### src/rtl/imem_boot_loader_pkg.sv
// Shared types and constants for the instruction-memory boot loader.
package imem_boot_loader_pkg;

  // Stream framing: big-endian length header, then big-endian words.
  localparam int LEN_BYTES      = 2;
  localparam int BYTES_PER_WORD = 4;
  localparam int LEN_W          = 8 * LEN_BYTES;

  // Instruction word as seen by the processor's instruction memory.
  typedef logic [31:0] instr_word_t;

  // Loader FSM state encoding.
  typedef logic [2:0] state_t;
  localparam state_t ST_IDLE   = 3'd0;
  localparam state_t ST_LEN_HI = 3'd1;
  localparam state_t ST_LEN_LO = 3'd2;
  localparam state_t ST_DATA   = 3'd3;
  localparam state_t ST_DONE   = 3'd4;
  localparam state_t ST_ERR    = 3'd5;

  // A program length is legal when it is non-zero and fits the memory budget.
  function automatic logic len_legal(input logic [LEN_W-1:0] len,
                                     input int unsigned max_words);
    return (len != '0) && (32'(len) <= max_words);
  endfunction

endpackage

### src/rtl/imem_boot_loader_if.sv
// Byte-stream input and instruction-memory write port of the boot loader.
//
// Handshake: a byte moves on a rising edge where in_valid and in_ready are
// both 1. The source holds in_data stable while in_valid is high and not yet
// accepted; in_ready depends only on loader state, never on in_valid.
// imem_we is a single-cycle strobe; imem_addr/imem_wdata are valid with it
// and hold their previous values while it is low.
interface imem_boot_loader_if #(
  parameter int ADDR_W = 8
);
  import imem_boot_loader_pkg::*;

  logic              in_valid;
  logic [7:0]        in_data;
  logic              in_ready;
  logic              imem_we;
  logic [ADDR_W-1:0] imem_addr;
  instr_word_t       imem_wdata;

  // Byte source / memory observer side.
  modport master (
    output in_valid, in_data,
    input  in_ready, imem_we, imem_addr, imem_wdata
  );

  // Loader side.
  modport slave (
    input  in_valid, in_data,
    output in_ready, imem_we, imem_addr, imem_wdata
  );

endinterface

### src/rtl/imem_boot_loader_byte_word_packer.sv
// Packs accepted bytes into big-endian 32-bit words; the first byte of a
// word lands in [31:24]. word_valid pulses combinationally with the 4th byte
// and word carries the complete word in that same cycle.
module imem_boot_loader_byte_word_packer
  import imem_boot_loader_pkg::*;
(
  input  logic        ref_clk,
  input  logic        reset,
  input  logic        clear,
  input  logic        byte_en,
  input  logic [7:0]  byte_in,
  output logic        word_valid,
  output instr_word_t word
);

  logic [1:0]  byte_cnt;
  // Only the first three bytes need storing; the 4th is taken straight
  // from byte_in when the word completes.
  logic [23:0] byte_sr;

  // Byte counter and shift register; clear restarts word alignment.
  always_ff @(posedge ref_clk) begin
    if (!reset) begin
      byte_cnt <= '0;
      byte_sr  <= '0;
    end else if (clear) begin
      byte_cnt <= '0;
      byte_sr  <= '0;
    end else if (byte_en) begin
      byte_cnt <= byte_cnt + 2'd1;
      byte_sr  <= {byte_sr[15:0], byte_in};
    end
  end

  assign word_valid = byte_en && !clear && (byte_cnt == 2'(BYTES_PER_WORD - 1));
  assign word       = {byte_sr, byte_in};

endmodule

### src/rtl/imem_boot_loader.sv
// Boot loader: reads a length-prefixed byte stream, writes the packed words
// into instruction memory from address 0, then releases the processor.
module imem_boot_loader
  import imem_boot_loader_pkg::*;
#(
  parameter int ADDR_W    = 8,
  parameter int MAX_WORDS = 256
) (
  input  logic              ref_clk,
  input  logic              reset,
  input  logic              start,
  imem_boot_loader_if.slave bus,
  output logic              cpu_run,
  output logic              busy,
  output logic              done,
  output logic              err,
  output logic [ADDR_W:0]   words_loaded,
  output state_t            state_dbg
);

  state_t            state;
  logic [LEN_W-1:0]  len_q;
  logic              last_pending;   // word in flight is the final one
  logic              we_q;
  logic [ADDR_W-1:0] addr_q;
  instr_word_t       wdata_q;

  logic              in_ready;
  logic              hs;
  logic              pk_clear;
  logic              pk_byte_en;
  logic              pk_word_valid;
  instr_word_t       pk_word;
  logic [LEN_W-1:0]  len_full;

  // Stop accepting once the last word is being written so trailing bytes
  // stay in the source.
  always_comb begin
    in_ready = 1'b0;
    case (state)
      ST_LEN_HI, ST_LEN_LO: in_ready = 1'b1;
      ST_DATA:              in_ready = !last_pending;
      default:              in_ready = 1'b0;
    endcase
  end

  assign hs         = bus.in_valid && in_ready;
  assign pk_clear   = (state != ST_DATA);
  assign pk_byte_en = hs && (state == ST_DATA);
  assign len_full   = {len_q[LEN_W-1:8], bus.in_data};

  imem_boot_loader_byte_word_packer u_packer (
    .ref_clk    (ref_clk),
    .reset      (reset),
    .clear      (pk_clear),
    .byte_en    (pk_byte_en),
    .byte_in    (bus.in_data),
    .word_valid (pk_word_valid),
    .word       (pk_word)
  );

  // Loader FSM: header capture, word counting and completion/error exits.
  always_ff @(posedge ref_clk) begin
    if (!reset) begin
      state        <= ST_IDLE;
      len_q        <= '0;
      words_loaded <= '0;
      last_pending <= 1'b0;
    end else begin
      case (state)
        ST_IDLE, ST_DONE, ST_ERR: begin
          if (start) begin
            state        <= ST_LEN_HI;
            words_loaded <= '0;
            last_pending <= 1'b0;
          end
        end
        ST_LEN_HI: begin
          if (hs) begin
            len_q[LEN_W-1:8] <= bus.in_data;
            state            <= ST_LEN_LO;
          end
        end
        ST_LEN_LO: begin
          if (hs) begin
            len_q <= len_full;
            state <= len_legal(len_full, MAX_WORDS) ? ST_DATA : ST_ERR;
          end
        end
        ST_DATA: begin
          if (pk_word_valid)
            last_pending <= (LEN_W'(words_loaded) + LEN_W'(1) == len_q);
          // Count the word in the cycle its write strobe is high.
          if (we_q) begin
            words_loaded <= words_loaded + 1'b1;
            if (last_pending)
              state <= ST_DONE;
          end
        end
        default: state <= ST_IDLE;
      endcase
    end
  end

  // Write port: capture word and address on the 4th byte, strobe next cycle.
  always_ff @(posedge ref_clk) begin
    if (!reset) begin
      we_q    <= 1'b0;
      addr_q  <= '0;
      wdata_q <= '0;
    end else begin
      we_q <= pk_word_valid;
      if (pk_word_valid) begin
        addr_q  <= words_loaded[ADDR_W-1:0];
        wdata_q <= pk_word;
      end
    end
  end

  assign bus.in_ready   = in_ready;
  assign bus.imem_we    = we_q;
  assign bus.imem_addr  = addr_q;
  assign bus.imem_wdata = wdata_q;

  assign busy      = (state == ST_LEN_HI) || (state == ST_LEN_LO) || (state == ST_DATA);
  assign done      = (state == ST_DONE);
  assign cpu_run   = (state == ST_DONE);
  assign err       = (state == ST_ERR);
  assign state_dbg = state;

endmodule

### src/flat_wrapper.sv
// flat-port wrapper written by rule: the top's interface ports become plain ports
module imem_boot_loader_flat import imem_boot_loader_pkg::*;
#(
  parameter int ADDR_W    = 8,
  parameter int MAX_WORDS = 256
)
  (ref_clk, reset, start, cpu_run, busy, done, err, words_loaded, state_dbg, bus_in_valid, bus_in_data, bus_in_ready, bus_imem_we, bus_imem_addr, bus_imem_wdata);
  imem_boot_loader_if #(.ADDR_W(ADDR_W)) bus_i ();
  input  logic ref_clk;
  input  logic reset;
  input  logic start;
  output logic cpu_run;
  output logic busy;
  output logic done;
  output logic err;
  output logic [ADDR_W:0] words_loaded;
  output state_t state_dbg;
  input wire logic [$bits(bus_i.in_valid)-1:0] bus_in_valid;
  input wire logic [$bits(bus_i.in_data)-1:0] bus_in_data;
  output wire logic [$bits(bus_i.in_ready)-1:0] bus_in_ready;
  output wire logic [$bits(bus_i.imem_we)-1:0] bus_imem_we;
  output wire logic [$bits(bus_i.imem_addr)-1:0] bus_imem_addr;
  output wire logic [$bits(bus_i.imem_wdata)-1:0] bus_imem_wdata;
  assign bus_i.in_valid = bus_in_valid;
  assign bus_i.in_data = bus_in_data;
  assign bus_in_ready = bus_i.in_ready;
  assign bus_imem_we = bus_i.imem_we;
  assign bus_imem_addr = bus_i.imem_addr;
  assign bus_imem_wdata = bus_i.imem_wdata;
  imem_boot_loader #(.ADDR_W(ADDR_W), .MAX_WORDS(MAX_WORDS)) u_core (.ref_clk(ref_clk), .reset(reset), .start(start), .bus(bus_i), .cpu_run(cpu_run), .busy(busy), .done(done), .err(err), .words_loaded(words_loaded), .state_dbg(state_dbg));
endmodule
### config.mk
export PLATFORM = sky130hd
export DESIGN_NAME = imem_boot_loader_flat
export DESIGN_NICKNAME = d
export VERILOG_FILES = /design/src/rtl/imem_boot_loader_pkg.sv /design/src/rtl/imem_boot_loader_if.sv /design/src/rtl/imem_boot_loader_byte_word_packer.sv /design/src/rtl/imem_boot_loader.sv /design/src/flat_wrapper.sv
export SDC_FILE = /design/constraint.sdc
export NUM_CORES = 1
export LEC_CHECK = 0
export CAP_MARGIN = 30
export CORE_ASPECT_RATIO = 0.8
export CORE_MARGIN = 4
export CORE_UTILIZATION = 44
export DETAILED_ROUTE_END_ITERATION = 8
export PLACE_DENSITY = 0.68
export RECOVER_POWER = 50
export SLEW_MARGIN = 15
export SYNTH_ARGS = -nofsm -noshare
export SYNTH_HDL_FRONTEND = slang
export SYNTH_SLANG_ARGS = --single-unit
### constraint.sdc
create_clock -name ref_clk -period 2.1 [get_ports ref_clk]
set_input_delay 0.315 -clock ref_clk [delete_from_list [all_inputs] [get_ports ref_clk]]
set_output_delay 0.315 -clock ref_clk [all_outputs]
set_load 0.02 [all_outputs]
==> results.sh, run 1 <==
export IMPL_dr_wl_met2_mm=4.42
export IMPL_layoutNonFillerInstCount=707
export IMPL_max_cap_violations=0
export IMPL_track_usage_pct=20.2
export IMPL_worst_pin_slew_ns=0.604
export IMPL_vias_per_cell=5.32
export IMPL_placedCellCount=692
export IMPL_min_period_over_period_pct=94.4
export IMPL_vdd_drop_max_mv=0.427
export IMPL_ctsRootBufferMaster="clkbuf_16"
export IMPL_path_max_fanout=11
export IMPL_synthesis_area_mm2=0.00416
export IMPL_setup_viol=0
export IMPL_clk_pin_slew_worst_paths_ns=0.06
export IMPL_synth_seq_cells=96
export IMPL_area_growth_pct=27.3
export IMPL_grt_pass1_vias=3533
export IMPL_r2r_setup_slack_ns=0.22
export IMPL_start_util_pct=45.6
export IMPL_wl_mm=10.6
export IMPL_fin_worst_skew_ns=0.00750
export IMPL_layout_drive_gt1_share_pct=8.78
export IMPL_wl_per_cell_um=15.0
export IMPL_grt_pass1_wl_mm=17.9
export IMPL_critPathCaptureType="output pin"
export IMPL_ctsHoldBuffers=0
export IMPL_antenna_found_initial=0
export IMPL_cts_tree="yes"
export IMPL_crit_buf_inv=1
export IMPL_crit_chain="nand2b_1 -> nor2_1 -> clkdlybuf4s50_1"
export IMPL_numClockSinks=96
export IMPL_yosys_warnings=0
export IMPL_wl_met1_mm=5.37
export IMPL_fin_nets=602
export IMPL_die_h_um=94.9
export IMPL_num_antenna_cells=0
export IMPL_design_die_area_mm2=0.0111
export IMPL_die_w_um=117
export IMPL_grt_overflow=0
export IMPL_ys_seq_area_share_pct=46.3
export IMPL_placeableCoreArea_mm2=0.00911
export IMPL_synth_nets=534
export IMPL_met3_length_um=772
export IMPL_first_pass_iters=4
export IMPL_clk_latency_ns=0.34
export IMPL_synth_cell_types=50
export IMPL_synth_edff_count=0
export IMPL_hold_path_class="reg2reg"
export IMPL_drc=0
export IMPL_ant_nets=0
export IMPL_period_minus_slack_ns=1.98
export IMPL_grt_max_degree=71
export IMPL_dpl_hpwl_mm=7.42
export IMPL_fin_hold_ws_ns=0.454
export IMPL_ys_flop_type="dfxtp_1"
export IMPL_routed_top_layer="met4"
export IMPL_arrival_ns=1.67
export IMPL_fmax_mhz=504
export IMPL_slew_headroom_pct=59.8
export IMPL_critPathLaunchType="register"
export IMPL_drtIter0Drc=229
export IMPL_placed_cell_area_mm2=0.00503
export IMPL_fillers=855
export IMPL_io_buffers=69
export IMPL_synthCells=520
export IMPL_htreeDepth=3
export IMPL_synth_async_reset_ratio_pct=0
export IMPL_gp_congestion=0.905
export IMPL_crit_family="buffers and inverters"
export IMPL_hold_viol=0
export IMPL_drv_slew=0
export IMPL_power_density_mw_per_mm2=690
export IMPL_crit_required_ns=1.78
export IMPL_cts_buffer_depth=2
export IMPL_finalPower_mw=3.65
export IMPL_rsz0062_at_grt="false"
export IMPL_slowest_delay_ns=0.62
export IMPL_syn_avg_cell_area_um2=7.99
export IMPL_numCtsBuffers=9
export IMPL_dr_total_vias=3759
export IMPL_outcome="complete, no violations"
export IMPL_rows=31
export IMPL_cp_slowest_cell="clkdlybuf4s50_1"
export IMPL_pin_count=70
export IMPL_stdcell_area_mm2=0.00529
export IMPL_critical_path_class="reg2out"
export IMPL_power_leakage_nw=1.94
-- repair_timing --
item,CTS,global route
buffers inserted,0,0
gates resized for setup,2,2
setup endpoints to repair,3,2
endpoints found under the hold margin,0,0
-- state kept, by name, indices dropped and copies added, names as in the netlist --
signal and cells:
u_core.bus.imem_wdata 32, u_core.last_pending 1, u_core.words_loaded 9, u_core.bus.imem_addr 8, u_core.u_packer.byte_sr 24, u_core.len_q 16, u_core.bus.imem_we 1, u_core.u_packer.byte_cnt 2
u_core.state_dbg 3
-- logic make-up (layout without fill, tap and decap cells) --
| family | Yosys count | count (layout) | synth area share, % |
|---|---|---|---|
| mux | 1 | 1 | 0.241 |
| compound gates | 123 | 123 | 19.7 |
| flops | 96 | 96 | 46.3 |
| fa+ha+maj | 2 | 2 | 0.602 |
| buf+inv | 44 | 116 | 4.91 |
| xor+xnor | 11 | 11 | 2.32 |
| simple gates | 243 | 243 | 26.0 |
-- metrics by stage --
stage / utilization, % / setup slack [ns] / setup TNS (ns)
floorplan: - / 0.0242 / 0
global placement: 55.2 / 0.0212 / 0
detailed placement: 55.2 / -0.0623 / -0.121
CTS: 58.2 / 0.119 / 0
global route: 58.0 / 0.00869 / 0
finish: 58.0 / 0.117 / 0
-- placed cells by master, fill, tap and decap left out, types with 3 or more instances in the layout --
cell             synthesis  routed
a21boi_0                60      60
a21boi_1                 5       5
a21oi_1                 31      31
and2_1                   7       6
and3_1                   3       3
buf_4                    3      26
clkbuf_1                25       3
clkbuf_16                0       9
clkdlybuf4s50_1          0      21
dfxtp_1                 96      94
dlygate4sd3_1            0      45
nand2_1                172     172
nand3_1                  8       8
nand4_1                  3       3
nor2_1                  13      13
nor2b_1                  5       5
nor3_1                   3       3
nor4_1                   7       7
o21ai_0                 13      13
or3_1                    4       4
xnor2_1                  5       5
xor2_1                   6       6
-- final timing paths --
| path | end | from | cells after the start |
|---|---|---|---|
| max | cpu_run | u_core.state_dbg[2]$_SDFFE_PN0P_ | 3 |
| min | u_core.bus.imem_wdata[25]$_SDFFE_PN0N_ | u_core.bus.imem_wdata[25]$_SDFFE_PN0N_ | 2 |
| max reg2reg | u_core.last_pending$_SDFFE_PN0P_ | u_core.words_loaded[0]$_SDFFE_PN0P_ | 6 |
| min reg2reg | u_core.bus.imem_wdata[25]$_SDFFE_PN0N_ | u_core.bus.imem_wdata[25]$_SDFFE_PN0N_ | 2 |
-- tightest hold or removal path: stages (launching register included) --
cell and delay [ns]:
dfxtp_1 0.31, nand2_1 0.05, a21boi_1 0.05
-- cell type report --
type / instances / area, um^2 / area share, %
Multi-Input combinational cell: 380 / 2050 / 38.7
Timing Repair Buffer: 99 / 895 / 16.9
Inverter: 2 / 7.51 / 0.142
Sequential cell: 96 / 1920 / 36.4
Clock buffer: 10 / 229 / 4.33
Tap cell: 115 / 144 / 2.72
Clock inverter: 5 / 41.3 / 0.781
-- cell usage after synthesis (all sizes together), types with 5 or more instances --
master,instances,area [um^2]
buf,16,93.8
and2,7,43.8
nor2,13,48.8
nor2b,5,31.3
nand3,9,50.1
a21boi,65,488
dfxtp,96,1920
xor2,6,52.6
a21oi,31,155
nor4,7,43.8
o21ai,13,65.1
clkbuf,25,93.8
or3,5,32.5
nand2,172,646
xnor2,5,43.8
-- power breakdown --
part           switching (mW)  internal [mW]  leakage (nW)
sequential             0.0194           1.83         0.775
combinational           0.167          0.124          1.04
clock                   0.699          0.807         0.126
-- layer usage --
metal  global-route usage [%]  vias to the layer above
li1                         -                     1881
met1                     31.1                     1748
met2                     28.8                      125
met3                     4.55                        5
met4                     3.92                        0
met5                        0                        -
Note: power is estimated with default switching activity, not from simulation.
==> run 2, diff against run 1 <==
--- a/config.mk
+++ b/config.mk
@@ -7,7 +7,7 @@
 export LEC_CHECK = 0
 export CAP_MARGIN = 30
 export CORE_ASPECT_RATIO = 0.8
-export CORE_MARGIN = 4
+export CORE_MARGIN = 10
 export CORE_UTILIZATION = 44
 export DETAILED_ROUTE_END_ITERATION = 8
 export PLACE_DENSITY = 0.68
==> results.sh, run 2 (synthesized netlist as in run 1, its figures left out) <==
export IMPL_die_h_um=107
export IMPL_crit_reg2reg_launch="u_core.words_loaded[4]$_SDFFE_PN0P_"
export IMPL_vdd_drop_max_mv=0.414
export IMPL_swShare_pct=23.6
export IMPL_grt_pass1_vias=3538
export IMPL_layoutNonFillerInstCount=708
export IMPL_pin_count=70
export IMPL_grt_overflow=0
export IMPL_setup_viol=0
export IMPL_final_common_cell="nand2_1"
export IMPL_finalPower_mw=3.78
export IMPL_seqPwrFrac_pct=49.1
export IMPL_clk_latency_ns=0.34
export IMPL_min_from="u_core.bus.imem_wdata[25]$_SDFFE_PN0N_"
export IMPL_regArea_mm2=0.00192
export IMPL_fmax_mhz=516
export IMPL_intPower_mw=2.89
export IMPL_placedCellCount=692
export IMPL_wl_mm=11.1
export IMPL_power_density_mw_per_mm2=707
export IMPL_largest_reg_flops=32
export IMPL_fin_worst_skew_ns=0.00752
export IMPL_cts_buffer_depth=2
export IMPL_switchingPower_uw=890
export IMPL_first_pass_iters=5
export IMPL_track_usage_pct=16.1
export IMPL_io_buffers=69
export IMPL_rows=31
export IMPL_outcome="complete, no violations"
export IMPL_period_minus_slack_ns=1.94
export IMPL_layout_drive_gt1_share_pct=8.94
export IMPL_stdcell_area_mm2=0.00535
export IMPL_power_leakage_nw=1.96
export IMPL_rsz0062_at_grt="false"
export IMPL_drtIter0Drc=289
export IMPL_multiInputGateArea_mm2=0.00205
export IMPL_setup_worst_path_start="u_core.state_dbg[0]$_SDFFE_PN0P_"
export IMPL_wl_per_cell_um=15.6
export IMPL_path_max_fanout=7
export IMPL_ctsRootBufferMaster="clkbuf_16"
export IMPL_grt_pass1_wl_mm=18.4
export IMPL_vias_per_cell=5.23
export IMPL_arrival_ns=1.62
export IMPL_critPathLaunchType="register"
export IMPL_ant_nets=0
export IMPL_grt_max_degree=71
export IMPL_worst_pin_slew_ns=0.601
export IMPL_max_cap_violations=0
export IMPL_placeableCoreArea_mm2=0.00911
export IMPL_dr_total_vias=3701
export IMPL_hold_path_class="reg2reg"
export IMPL_start_util_pct=45.6
export IMPL_clk_pin_slew_worst_paths_ns=0.07
export IMPL_fillers=823
export IMPL_numCtsBuffers=9
export IMPL_combPwrFrac_pct=7.7
export IMPL_layout_common_cells="nand2_1 (172), dfxtp_1 (95), a21boi_0 (60)"
export IMPL_numClockSinks=96
export IMPL_drv_slew=0
export IMPL_fin_nets=602
export IMPL_antenna_found_initial=0
export IMPL_die_w_um=129
export IMPL_design_die_area_mm2=0.0138
export IMPL_cts_tree="yes"
export IMPL_slew_headroom_pct=60.0
export IMPL_crit_required_ns=1.78
export IMPL_dpl_hpwl_mm=7.89
export IMPL_p_clk_share_pct=43.2
export IMPL_min_period_over_period_pct=92.4
export IMPL_area_growth_pct=28.7
export IMPL_gp_congestion=0.843
export IMPL_num_antenna_cells=0
export IMPL_critical_path_class="reg2out"
export IMPL_drc=0
export IMPL_hold_viol=0
export IMPL_placed_cell_area_mm2=0.00505
export IMPL_critPathCaptureType="output pin"
export IMPL_htreeDepth=3
[run 2: worst max-delay path: stages, from the launching register on]
cell and delay, ns:
dfxtp_1 0.43, inv_1 0.13, nor2_1 0.12, clkdlybuf4s50_1 0.61
[run 2: path summary, 6_finish.rpt]
check / to / slack, ns / cells after the start
min reg2reg: u_core.bus.imem_wdata[25]$_SDFFE_PN0N_ / 0.45 / 2
max reg2reg: u_core.last_pending$_SDFFE_PN0P_ / 0.25 / 5
max: err / 0.16 / 3
min: u_core.bus.imem_wdata[25]$_SDFFE_PN0N_ / 0.45 / 2
[run 2: power groups by stage]
stage,Combinational (mW),Sequential (mW),Clock (mW)
after detailed placement,0.295,1.89,0
after CTS,0.296,1.85,1.67
after global placement,0.290,1.89,0
after global routing,0.319,1.86,1.74
final,0.292,1.85,1.63
after floorplan,0.172,1.89,0
[run 2: through the flow]
stage	TNS (ns)	hold slack [ns]	worst slack (ns)	utilization, %
after global routing	0	0.474	0.0451	58.7
after global placement	0	0.443	0.0522	55.4
after detailed placement	-0.153	0.449	-0.114	55.4
after CTS	0	0.459	0.0882	58.7
after floorplan	0	0.431	0.0242	-
final	0	0.451	0.160	58.7
[run 2: area by class of cell]
type	instances	area share [%]
clock buffer	10	4.28
clock inverter	6	1.26
inverter	2	0.140
timing repair buffer	99	17.2
multi-input combinational	380	38.4
tap	115	2.69
sequential	96	36.0
[run 2: timing repair]
item                                    4_1_cts  5_1_grt
resized for setup                             3        2
endpoints found under the setup margin        3        2
hold buffers                                  0        0
setup buffers                                 0        0
[run 2: routing by layer]
layer  part of all wire, %  vias to the layer above  global-route usage [%]
met3                   7.8                        6                    5.27
li1                      -                     1879                       -
met5                     0                        -                       0
met1                    49                     1707                    22.8
met4                  0.91                        0                    3.89
met2                    42                      109                    22.8
